--- config.mk ---
export PLATFORM = sky130hd
export DESIGN_NAME = regfile_bist
export DESIGN_NICKNAME = d
export VERILOG_FILES = /design/src/rtl/regfile_bist.sv
export SDC_FILE = /design/constraint.sdc
export NUM_CORES = 1
export LEC_CHECK = 0
export BUFFER_PORTS_ARGS = -buffer_cell sky130_fd_sc_hd__buf_2
export CAP_MARGIN = 0
export CELL_PAD_IN_SITES_DETAIL_PLACEMENT = 0
export CELL_PAD_IN_SITES_GLOBAL_PLACEMENT = 1
export CORE_MARGIN = 2
export CORE_UTILIZATION = 30
export DETAILED_ROUTE_END_ITERATION = 10
export GPL_ROUTABILITY_DRIVEN = 0
export PLACE_DENSITY = 0.7
export SETUP_SLACK_MARGIN = 0.5
export SLEW_MARGIN = 20
export SYNTH_ARGS = -nofsm -noshare
export SYNTH_HDL_FRONTEND = slang
export SYNTH_SLANG_ARGS = --single-unit
--- constraint.sdc ---
create_clock -name clock -period 5.9 [get_ports clock]
set_clock_uncertainty 0.05 [all_clocks]
set_input_delay 1.77 -clock clock [delete_from_list [all_inputs] [get_ports clock]]
set_output_delay 1.77 -clock clock [all_outputs]
set_load 0.005 [all_outputs]
--- src/rtl/regfile_bist.sv ---
// regfile_bist: two-pass write/read-back self test master for a 32x32 regfile.
module regfile_bist #(
  parameter int          NUM_REGS = 32,
  parameter logic [31:0] PATTERN  = 32'h00364908,
  parameter bit          R0_ZERO  = 1'b1,
  parameter int          ERR_W    = 8
) (
  input  logic             clock,
  input  logic             ctrl_reset,
  input  logic             start,
  output logic             ctrl_writeEn,
  output logic [4:0]       ctrl_writeReg,
  output logic [31:0]      data_writeReg,
  output logic [4:0]       ctrl_readRegA,
  output logic [4:0]       ctrl_readRegB,
  input  logic [31:0]      data_readRegA,
  input  logic [31:0]      data_readRegB,
  output logic             busy,
  output logic             done,
  output logic             pass,
  output logic [ERR_W-1:0] error_count,
  output logic [4:0]       fail_reg,
  output logic             fail_port
);
  typedef enum logic [2:0] {IDLE, WRITE, READ, CHECK, DONE} state_t;
  localparam logic [4:0] LAST = 5'(NUM_REGS - 1);
  state_t state, state_n;
  logic [4:0] idx, idx_n, freg_n;
  logic psel, psel_n, fport_n, mis_a, mis_b, rd;
  logic [ERR_W-1:0] err_n, sat;
  logic [ERR_W:0] sum;
  function automatic logic [31:0] pat(input logic [4:0] i, input logic p);
    return p ? ~(PATTERN ^ {27'b0, i}) : (PATTERN ^ {27'b0, i});
  endfunction
  function automatic logic [31:0] expv(input logic [4:0] i, input logic p);
    return (R0_ZERO && i == 5'd0) ? 32'h0 : pat(i, p);
  endfunction
  always_comb begin
    mis_a = state == CHECK && data_readRegA != expv(idx, psel);
    mis_b = state == CHECK && data_readRegB != expv(LAST - idx, psel);
    sum = {1'b0, error_count} + (ERR_W+1)'(mis_a) + (ERR_W+1)'(mis_b);
    sat = sum[ERR_W] ? '1 : sum[ERR_W-1:0];
  end
  always_comb begin
    state_n = state;
    idx_n = idx;
    psel_n = psel;
    err_n = error_count;
    freg_n = fail_reg;
    fport_n = fail_port;
    case (state)
      IDLE, DONE: if (start) begin
        state_n = WRITE;
        idx_n = '0;
        psel_n = 1'b0;
        err_n = '0;
        freg_n = '0;
        fport_n = 1'b0;
      end
      WRITE: begin
        idx_n = idx == LAST ? 5'd0 : idx + 5'd1;
        state_n = idx == LAST ? READ : WRITE;
      end
      READ: state_n = CHECK;
      CHECK: begin
        err_n = sat;
        // a zero count means nothing has failed yet since start; A wins a tie
        if (error_count == '0 && (mis_a || mis_b)) begin
          freg_n = mis_a ? idx : LAST - idx;
          fport_n = !mis_a;
        end
        if (idx != LAST) begin
          idx_n = idx + 5'd1;
          state_n = READ;
        end else if (!psel) begin
          psel_n = 1'b1;
          idx_n = '0;
          state_n = WRITE;
        end else state_n = DONE;
      end
      default: state_n = IDLE;
    endcase
    rd = state_n == READ || state_n == CHECK;
  end
  always_ff @(posedge clock) begin
    if (ctrl_reset) begin
      state <= IDLE;
      idx <= '0;
      psel <= 1'b0;
      error_count <= '0;
      fail_reg <= '0;
      fail_port <= 1'b0;
      ctrl_writeEn <= 1'b0;
      ctrl_writeReg <= '0;
      data_writeReg <= '0;
      ctrl_readRegA <= '0;
      ctrl_readRegB <= '0;
      busy <= 1'b0;
      done <= 1'b0;
      pass <= 1'b0;
    end else begin
      state <= state_n;
      idx <= idx_n;
      psel <= psel_n;
      error_count <= err_n;
      fail_reg <= freg_n;
      fail_port <= fport_n;
      ctrl_writeEn <= state_n == WRITE;
      ctrl_writeReg <= state_n == WRITE ? idx_n : 5'd0;
      data_writeReg <= state_n == WRITE ? pat(idx_n, psel_n) : 32'h0;
      ctrl_readRegA <= rd ? idx_n : 5'd0;
      ctrl_readRegB <= rd ? LAST - idx_n : 5'd0;
      busy <= state_n == WRITE || state_n == READ || state_n == CHECK;
      done <= state_n == DONE;
      pass <= state_n == DONE && err_n == '0;
    end
  end
endmodule

== Yosys cells after proc, flatten, opt, wreduce, memory -nomap -nowiden ==
Index checks and enable logic that the tools add are counted.

* Logic and storage cells: 91
* Bits of input ports: 67
* Output and inout bits: 65
* Register bits: 74

* Reductions and logical operators: 20
* Add/subtract/negate cells: 5
* Mux-type cells: 28
* Eq/ne operators: 14
* Bitwise logic cells: 9

{| class="wikitable"
|+ Operators with widths
! operator !! number
|-
| $mux W32 || 4
|-
| $not A22 Y32 || 3
|-
| $ne A32 B32 Y1 || 2
|-
| $mux W5 || 7
|-
| $not A1 Y8 || 3
|-
| $mux W22 || 1
|-
| $logic_not A8 Y1 || 2
|-
| $mux W8 || 2
|-
| $pmux W8 S2 || 1
|-
| $pmux W5 S3 || 1
|-
| $eq A3 B2 Y1 const B || 4
|-
| $pmux W3 S4 || 1
|-
| $logic_not A5 Y1 || 2
|-
| $pmux W5 S2 || 1
|-
| $sub A5 B5 Y5 const A || 2
|-
| $add A8 B1 Y9 || 1
|-
| $add A9 B1 Y9 || 1
|-
| $mux W3 || 3
|-
| $eq A3 B1 Y1 const B || 2
|-
| $eq A3 B3 Y1 const B || 2
|-
| $reduce_or A2 Y1 || 3
|-
| $add A5 B1 Y5 const B || 1
|-
| $eq A5 B5 Y1 const B || 1
|-
| $ne A5 B5 Y1 const B || 1
|-
| 13 further kinds || 25
|}

== Logic depth before layout (Yosys ltp) ==
Gate-level depths: netlist of run 1.

* Depth after elaboration: 12
* Depth in mapped cells: 20
* Depth with buffers taken out: 19

== Worst setup path before layout of run 1 ==
OpenSTA, ideal clock, no wires.

* Path kind: in2reg
* From: in data_readRegB[5]
* To: reg pass
* Required time: 5.758 ns
* Stages: 15
* Setup slack: 0.869 ns
* Arrival time: 4.889 ns
* Path buffers: 0
* Library setup time: 0.092 ns
* Cell sequence: or4_1 > nor4_1 > a31oi_1 > or3b_2 > and2_1 > fa_1 > ha_1 > nand3_1 > nor2_1 > and3_1 > nor2_1 > nor2_1 > a31oi_1 > o311ai_0 > nor4_1

* Longest elaborated chain between the ends: 7

{| class="wikitable"
|+ Ends and longest elaborated chain
! what !! line !! source
|-
| from (decl) || 17 || <nowiki>input logic [31:0] data_readRegB,</nowiki>
|-
| $ne A32 B32 Y1 || 40 || <nowiki>mis_b = state == CHECK && data_readRegB != expv(LAST - idx, psel);</nowiki>
|-
| $logic_and A1 B1 Y1 || 40 ||
|-
| $add A9 B1 Y9 || 41 || <nowiki>sum = {1'b0, error_count} + (ERR_W+1)'(mis_a) + (ERR_W+1)'(mis_b);</nowiki>
|-
| $mux W8 || 42 || <nowiki>sat = sum[ERR_W] ? '1 : sum[ERR_W-1:0];</nowiki>
|-
| $pmux W8 S2 || 51 || <nowiki>case (state)</nowiki>
|-
| $logic_not A8 Y1 || 115 || <nowiki>pass <= state_n == DONE && err_n == '0;</nowiki>
|-
| $logic_and A1 B1 Y1 || 115 ||
|-
| to (signal assigned) || 100 || <nowiki>pass <= 1'b0;</nowiki>
|-
| to (signal assigned) || 115 ||
|-
| to (decl) || 20 || <nowiki>output logic pass,</nowiki>
|}

No other way between the ends.
A chain may end at the register's enable or synchronous reset.

== Worst setup path after layout of run 1 ==
Ends and elaborated chain as after synthesis.

==> metrics.md, run 1 <==
| Metric | Value |
|---|---|
| Worst reg-to-reg setup slack | 1260 ps |
| Minimum clock period | 5130 ps |
| Syn nets | 431 |
| CTS Buf Count | 5 |
| Syn Std Cell Area | 2910 µm² |
| Clk slew on worst S/H paths | 100 ps |
| CP startpoint kind | input pin |
| Final Setup Violations | 0 |
| Drt pass-1 iters | 4 |
| RSZ-0062 raised after global routing | false |
| Setup TNS | 0 ps |
| Die width | 102 µm |
| Fmax achieved | 195 MHz |
| Via count | 2857 |
| Max FFs per register | 8 |
| Root buf cell | clkbuf_8 |
| Routed wire length per instance | 12.8 µm |
| CTS sink count | 49 |
| Post-synth top area cell | dfxtp_1 |
| Worst Setup EP | pass |
| Async SR Flop Fraction | 0% |
| DR iter-0 viols | 98 |
| Pwr/cell area | 178 nW/µm² |
| RR Startpoint | psel |
| Worst setup startpoint | data_readRegB[5] |
| Worst min path class | reg2reg |
| Antenna Cells | 0 |
| Worst EP required | 6070 ps |
| Initial Utilization | 31.2% |
| Global-route wire length before repair | 12200 µm |
| Post-CTS setup buffer count | 0 |
| WP data arrival | 5300 ps |
| Largest net degree at the start of global routing | 27 |
| Most frequent cells after synthesis | 56 x nor2_1, 49 x dfxtp_1, 26 x buf_4 |
| Post-synth EDFFs | 0 |
| Core area | 9330 µm² |
| Tot GR Track Use | 14.3% |
| Reg2reg end | pass |
| Via-to-Cell Ratio | 4.88 |
| Port Buffers | 131 |
| Share of cells above drive strength 1 | 32.9% |
| Post-Synthesis Cells | 353 |
| Standard-cell rows | 35 |
| Total gr overflow | 0 |
| Peak fanout along the critical path | 5 |
| # H-tree levels | 2 |
| Unique masters post-synth | 58 |
| CTS max path bufs | 2 |
| Seq/Total Area, Yosys | 33.7% |
| Top-area cell type share of the netlist area | 33.7% |
| Antenna violations before repair | 0 |
| Nets | 533 |
| Period utilisation layout | 87.0% |
| Die ar. | 10500 µm² |
| CTS tree | done |
| Antenna viol nets, final | 0 |
| Largest cells by area after synthesis | dfxtp_1 34%, nor2_1 7.2%, buf_4 6.7% |
| VDD IR max | 0.0741 mV |
| Biggest register | error_count |
| Wirelength, routed | 7510 µm |
| Yosys warns | 0 |
| Io pins | 132 |
| Worst Max-Slew Pin Slew | 860 ps |
| Post-layout util | 38.5% |
| Largest registers | error_count x8, data_writeReg x7 |
| Die height | 102 µm |
| Post-DP HPWL | 5980 µm |
| Synthesized area per cell | 8.24 µm² |
| R2R depth | 17 |
| Area Growth Syn to Fin | 23.5% |
| P_leak | 1.63 nW |
| Number of global-route vias before repair | 2703 |
| Max-cap violations | 0 |
| # fillers | 1027 |
| Endpoints failing hold | 0 |
| Top_reg_cell synth | dfxtp_1 |
| Max-slew headroom | 42.7% |
| Critical setup path kind | in2reg |
| Status | complete, no violations |
| Seq cells post-synth | 49 |
| Design Power | 0.641 mW |
| Count leader, synth | nor2_1 |
| Final max-slew violation count | 0 |
| DRC Markers | 0 |
| CP endpoint kind | flip-flop |
| Clock latency on the worst-skew pair | 310 ps |
what timing repair did:
item	CTS	global route
endpoints found under the setup margin	0	1
hold buffers	0	0
gates resized for setup	0	2
where the power goes:
part	total [mW]	switching, mW	internal [mW]
combinational	0.0892	0.0497	0.0395
clock	0.212	0.124	0.0888
sequential	0.339	0.00378	0.335
layer usage:
metal	GRT usage, %	share of wire [%]	wire length, µm	vias to the layer above
li1	-	-	-	1462
met1	18.5	44	3320	1291
met2	24.6	49	3640	97
met3	2.58	6.4	482	7
met4	3.38	0.84	63	0
met5	0	0	0	-
placed cells by master, fill, tap and decap left out, types with 2 or more instances in the layout:
cell type	netlist	layout
a21o_1	2	2
a21oi_1	22	22
a31oi_1	10	10
and2_1	3	3
and3_1	4	4
buf_2	1	131
clkbuf_8	0	5
dfxtp_1	49	49
ha_1	10	10
inv_1	10	10
nand2_1	15	15
nand2b_1	4	4
nand3_1	13	13
nand4_1	13	13
nor2_1	56	56
nor2b_1	10	10
nor3_1	13	13
nor3b_1	3	3
nor4_1	14	13
nor4b_1	2	2
o2111ai_1	3	3
o21ai_0	5	5
o31ai_1	2	2
o32ai_1	2	2
or3_1	7	7
xnor2_1	9	9
xor2_1	6	6
metrics by stage:
step | instance area [µm²] | cells | setup WS (ps) | hold WS (ps)
2_1_floorplan | 2910 | 353 | 869 | 398
3_3_place_gp | 3490 | 577 | 493 | 393
3_5_place_dp | 3490 | 577 | 399 | 407
4_1_cts | 3590 | 585 | 709 | 421
5_1_grt | 3590 | 585 | 530 | 436
6_report | 3590 | 585 | 766 | 413
cell families (layout without fill, tap and decap cells):
logic type | Yosys count | after routing | synth area share [%]
simple gates | 167 | 167 | 30.6
compound gates | 62 | 62 | 15.8
flops | 49 | 49 | 33.7
mux | 2 | 2 | 0.731
buf+inv | 47 | 150 | 9.72
xor+xnor | 15 | 15 | 4.51
fa+ha+maj | 11 | 11 | 4.99
worst min path at each step:
stage	from	to	slack, ps	cells after the start
2_1_floorplan	fail_reg[0]	fail_reg[0]	400	2
4_1_cts	fail_reg[2]	fail_reg[2]	420	2
6_report	fail_reg[2]	fail_reg[2]	410	2
3_3_place_gp	fail_port	fail_port	390	2
5_1_grt	fail_reg[0]	fail_reg[0]	440	2
3_5_place_dp	fail_reg[2]	fail_reg[2]	410	2
cell type report:
class,count,area (µm²),share of cell area (%)
Tap cell,129,161,4.49
Clock buffer,5,68.8,1.92
Multi-Input combinational cell,257,1650,46.0
Inverter,10,37.5,1.04
Sequential cell,49,981,27.3
Timing Repair Buffer,132,663,18.5
Clock inverter,3,28.8,0.801
worst max-delay path, stage by stage:
cell and delay, ps:
buf_2 100, or4_1 530, nor4_2 140, a31oi_1 130
or3b_2 530, and2_1 190, fa_1 420, ha_1 260
nand3_1 130, nor2_1 90, and3_1 220, nor2_1 100
nor2_1 40, a31oi_1 210, o311ai_1 150, nor4_1 280
Power figures use the tool's default switching activity.
==> run 2: changes to the inputs <==
- GPL_ROUTABILITY_DRIVEN: 0 -> not set
- REMOVE_ABC_BUFFERS: not set -> 1
==> metrics.md, run 2 (synthesized netlist as in run 1, its figures left out) <==
| Metric | Value |
|---|---|
| Status | complete, no violations |
| Die ar. | 10500 µm² (unchanged) |
| Antenna Cells | 0 (unchanged) |
| Minimum clock period | 5060 ps (-69.2 ps) |
| Antenna viol nets, final | 0 (unchanged) |
| Share of cells above drive strength 1 | 32.7% (-0.22 points) |
| Area Growth Syn to Fin | 24.0% |
| RSZ-0062 raised after global routing | false |
| Io pins | 132 (unchanged) |
| Peak fanout along the critical path | 5 (unchanged) |
| Max-slew headroom | 44.0% (+1.3 points) |
| Multi-input combinational cell area | 1650 µm² (-0.38%) |
| DR iter-0 viols | 181 (+85%) |
| Die width | 102 µm (unchanged) |
| Routed wire length per instance | 13.0 µm (+1.3%) |
| Final Setup Violations | 0 (unchanged) |
| Slowest CP cell | or3b_2 |
| Die height | 102 µm (unchanged) |
| Biggest register | error_count |
| Largest net degree at the start of global routing | 27 (unchanged) |
| Worst EP required | 6060 ps (about the same) |
| GPL Wtd Cong | 0.820 |
| # fillers | 986 (-4.0%) |
| Initial Utilization | 31.2% (unchanged) |
| Placed insts | 577 (unchanged) |
| Post-CTS Resized | 0 (unchanged) |
| Max FFs per register | 8 (unchanged) |
| Via-to-Cell Ratio | 4.90 (+0.32%) |
| Most frequent CP cell | nor2_1 |
| CP startpoint kind | input pin |
| Final max-slew violation count | 0 (unchanged) |
| Max-cap violations | 0 (unchanged) |
| Antenna violations before repair | 0 (unchanged) |
| Critical-path cell list | buf_2, or4_1, nor4_1, a31oi_1, or3b_2, and2_1, fa_1, ha_1, nand3_1, nor2_1, and3_1, nor2_1, nor2_1, a31oi_1, o311ai_0, nor4_1 |
| Total gr overflow | 0 (unchanged) |
| Pwr/cell area | 188 nW/µm² (+5.4%) |
| Clk slew on worst S/H paths | 90 ps (about the same) |
| Setup TNS | 0 ps (unchanged) |
| Port Buffers | 131 (unchanged) |
| Period utilisation layout | 85.8% (-1.2 points) |
| Count of non-filler cells in the finished layout | 585 (unchanged) |
| Post-DP HPWL | 6090 µm (+1.9%) |
| Endpoints failing hold | 0 (unchanged) |
| Tot GR Track Use | 14.2% (-0.053 points) |
| Standard-cell rows | 35 (unchanged) |
| Fmax achieved | 197 MHz (+1.4%) |
| CTS sink count | 49 (unchanged) |
| DRC Markers | 0 (unchanged) |
| WP data arrival | 5230 ps (-70 ps) |
| Clock latency on the worst-skew pair | 300 ps (about the same) |
| Core area | 9330 µm² (unchanged) |
| Reg area | 981 µm² (unchanged) |
| Dpl ws | 535 ps (+136 ps) |
| Worst Max-Slew Pin Slew | 840 ps (-19.1 ps) |
| Nets | 533 (unchanged) |
| Root buf cell | clkbuf_8 |
| CP endpoint kind | flip-flop |
| Largest registers | error_count x8, data_writeReg x7 |
| CTS max path bufs | 2 (unchanged) |
| Crit-path max cell delay | 530 ps (about the same) |
| P_leak | 1.63 nW (+0.33%) |
| Setup ws final | 835 ps (+69.2 ps) |
| Commonest non-fill, non-tap cells in the layout | 131 x buf_2, 56 x nor2_1, 49 x dfxtp_1 |
| Most common cell after layout, fill and taps aside | buf_2 |
| Critical setup path kind | in2reg |
| CTS Buf Count | 5 (unchanged) |
| Worst min path class | reg2reg |
| CTS tree | done |
| # H-tree levels | 2 (unchanged) |
| Drt pass-1 iters | 5 (+1) |
| Crit path buf inv count | 1 (unchanged) |
| Hold-fix buffers, CTS | 0 (unchanged) |
| Number of global-route vias before repair | 2593 (-4.1%) |
| Post-CTS setup buffer count | 0 (unchanged) |
| Global-route wire length before repair | 12000 µm (-1.7%) |
| Via count | 2866 (+0.32%) |
| CP top delay family | simple AND/OR/NAND/NOR gates |
| Wirelength, routed | 7600 µm (+1.3%) |
| VDD IR max | 0.111 mV (+50%) |
[run 2: report_power, final]
part / switching (mW) / internal (mW)
logic: 0.0504 / 0.0395
registers: 0.00354 / 0.335
clock network: 0.112 / 0.138
[run 2: cell type report]
class | count | share of cell area, %
Multi-Input combinational cell | 257 | 45.6
Sequential cell | 49 | 27.2
Timing Repair Buffer | 132 | 18.4
Tap cell | 129 | 4.47
Clock buffer | 6 | 2.29
Clock inverter | 2 | 1.04
Inverter | 10 | 1.04
[run 2: routing by layer]
| layer | track usage (%) | wire [µm] |
|---|---|---|
| met1 | 19.1 | 3430 |
| met2 | 23.8 | 3710 |
| met3 | 2.64 | 369 |
| met4 | 3.08 | 92 |
| met5 | 0 | 0 |
[run 2: tightest hold or removal path, cell delays in order, from the launching register on]
cell and delay, ps:
dfxtp_1 320, nand2_1 50, a21oi_1 50
[run 2: final timing paths]
| path | to | slack [ps] | cells past startpoint | from |
|---|---|---|---|---|
| min | fail_reg[4] | 400 | 2 | fail_reg[4] |
| min reg2reg | fail_reg[4] | 400 | 2 | fail_reg[4] |
| max reg2reg | pass | 1410 | 18 | idx[0] |
| max | pass | 840 | 16 | data_readRegB[5] |
[run 2: through the flow]
step	hold slack [ps]	total power, mW	util, %	area (µm²)
after global routing	416	0.713	38.7	3610
after CTS	409	0.686	38.7	3610
after detailed placement	394	0.437	37.4	3490
after global placement	389	0.436	37.4	3490
final	404	0.679	38.7	3610
after floorplan	392	0.388	-	2670
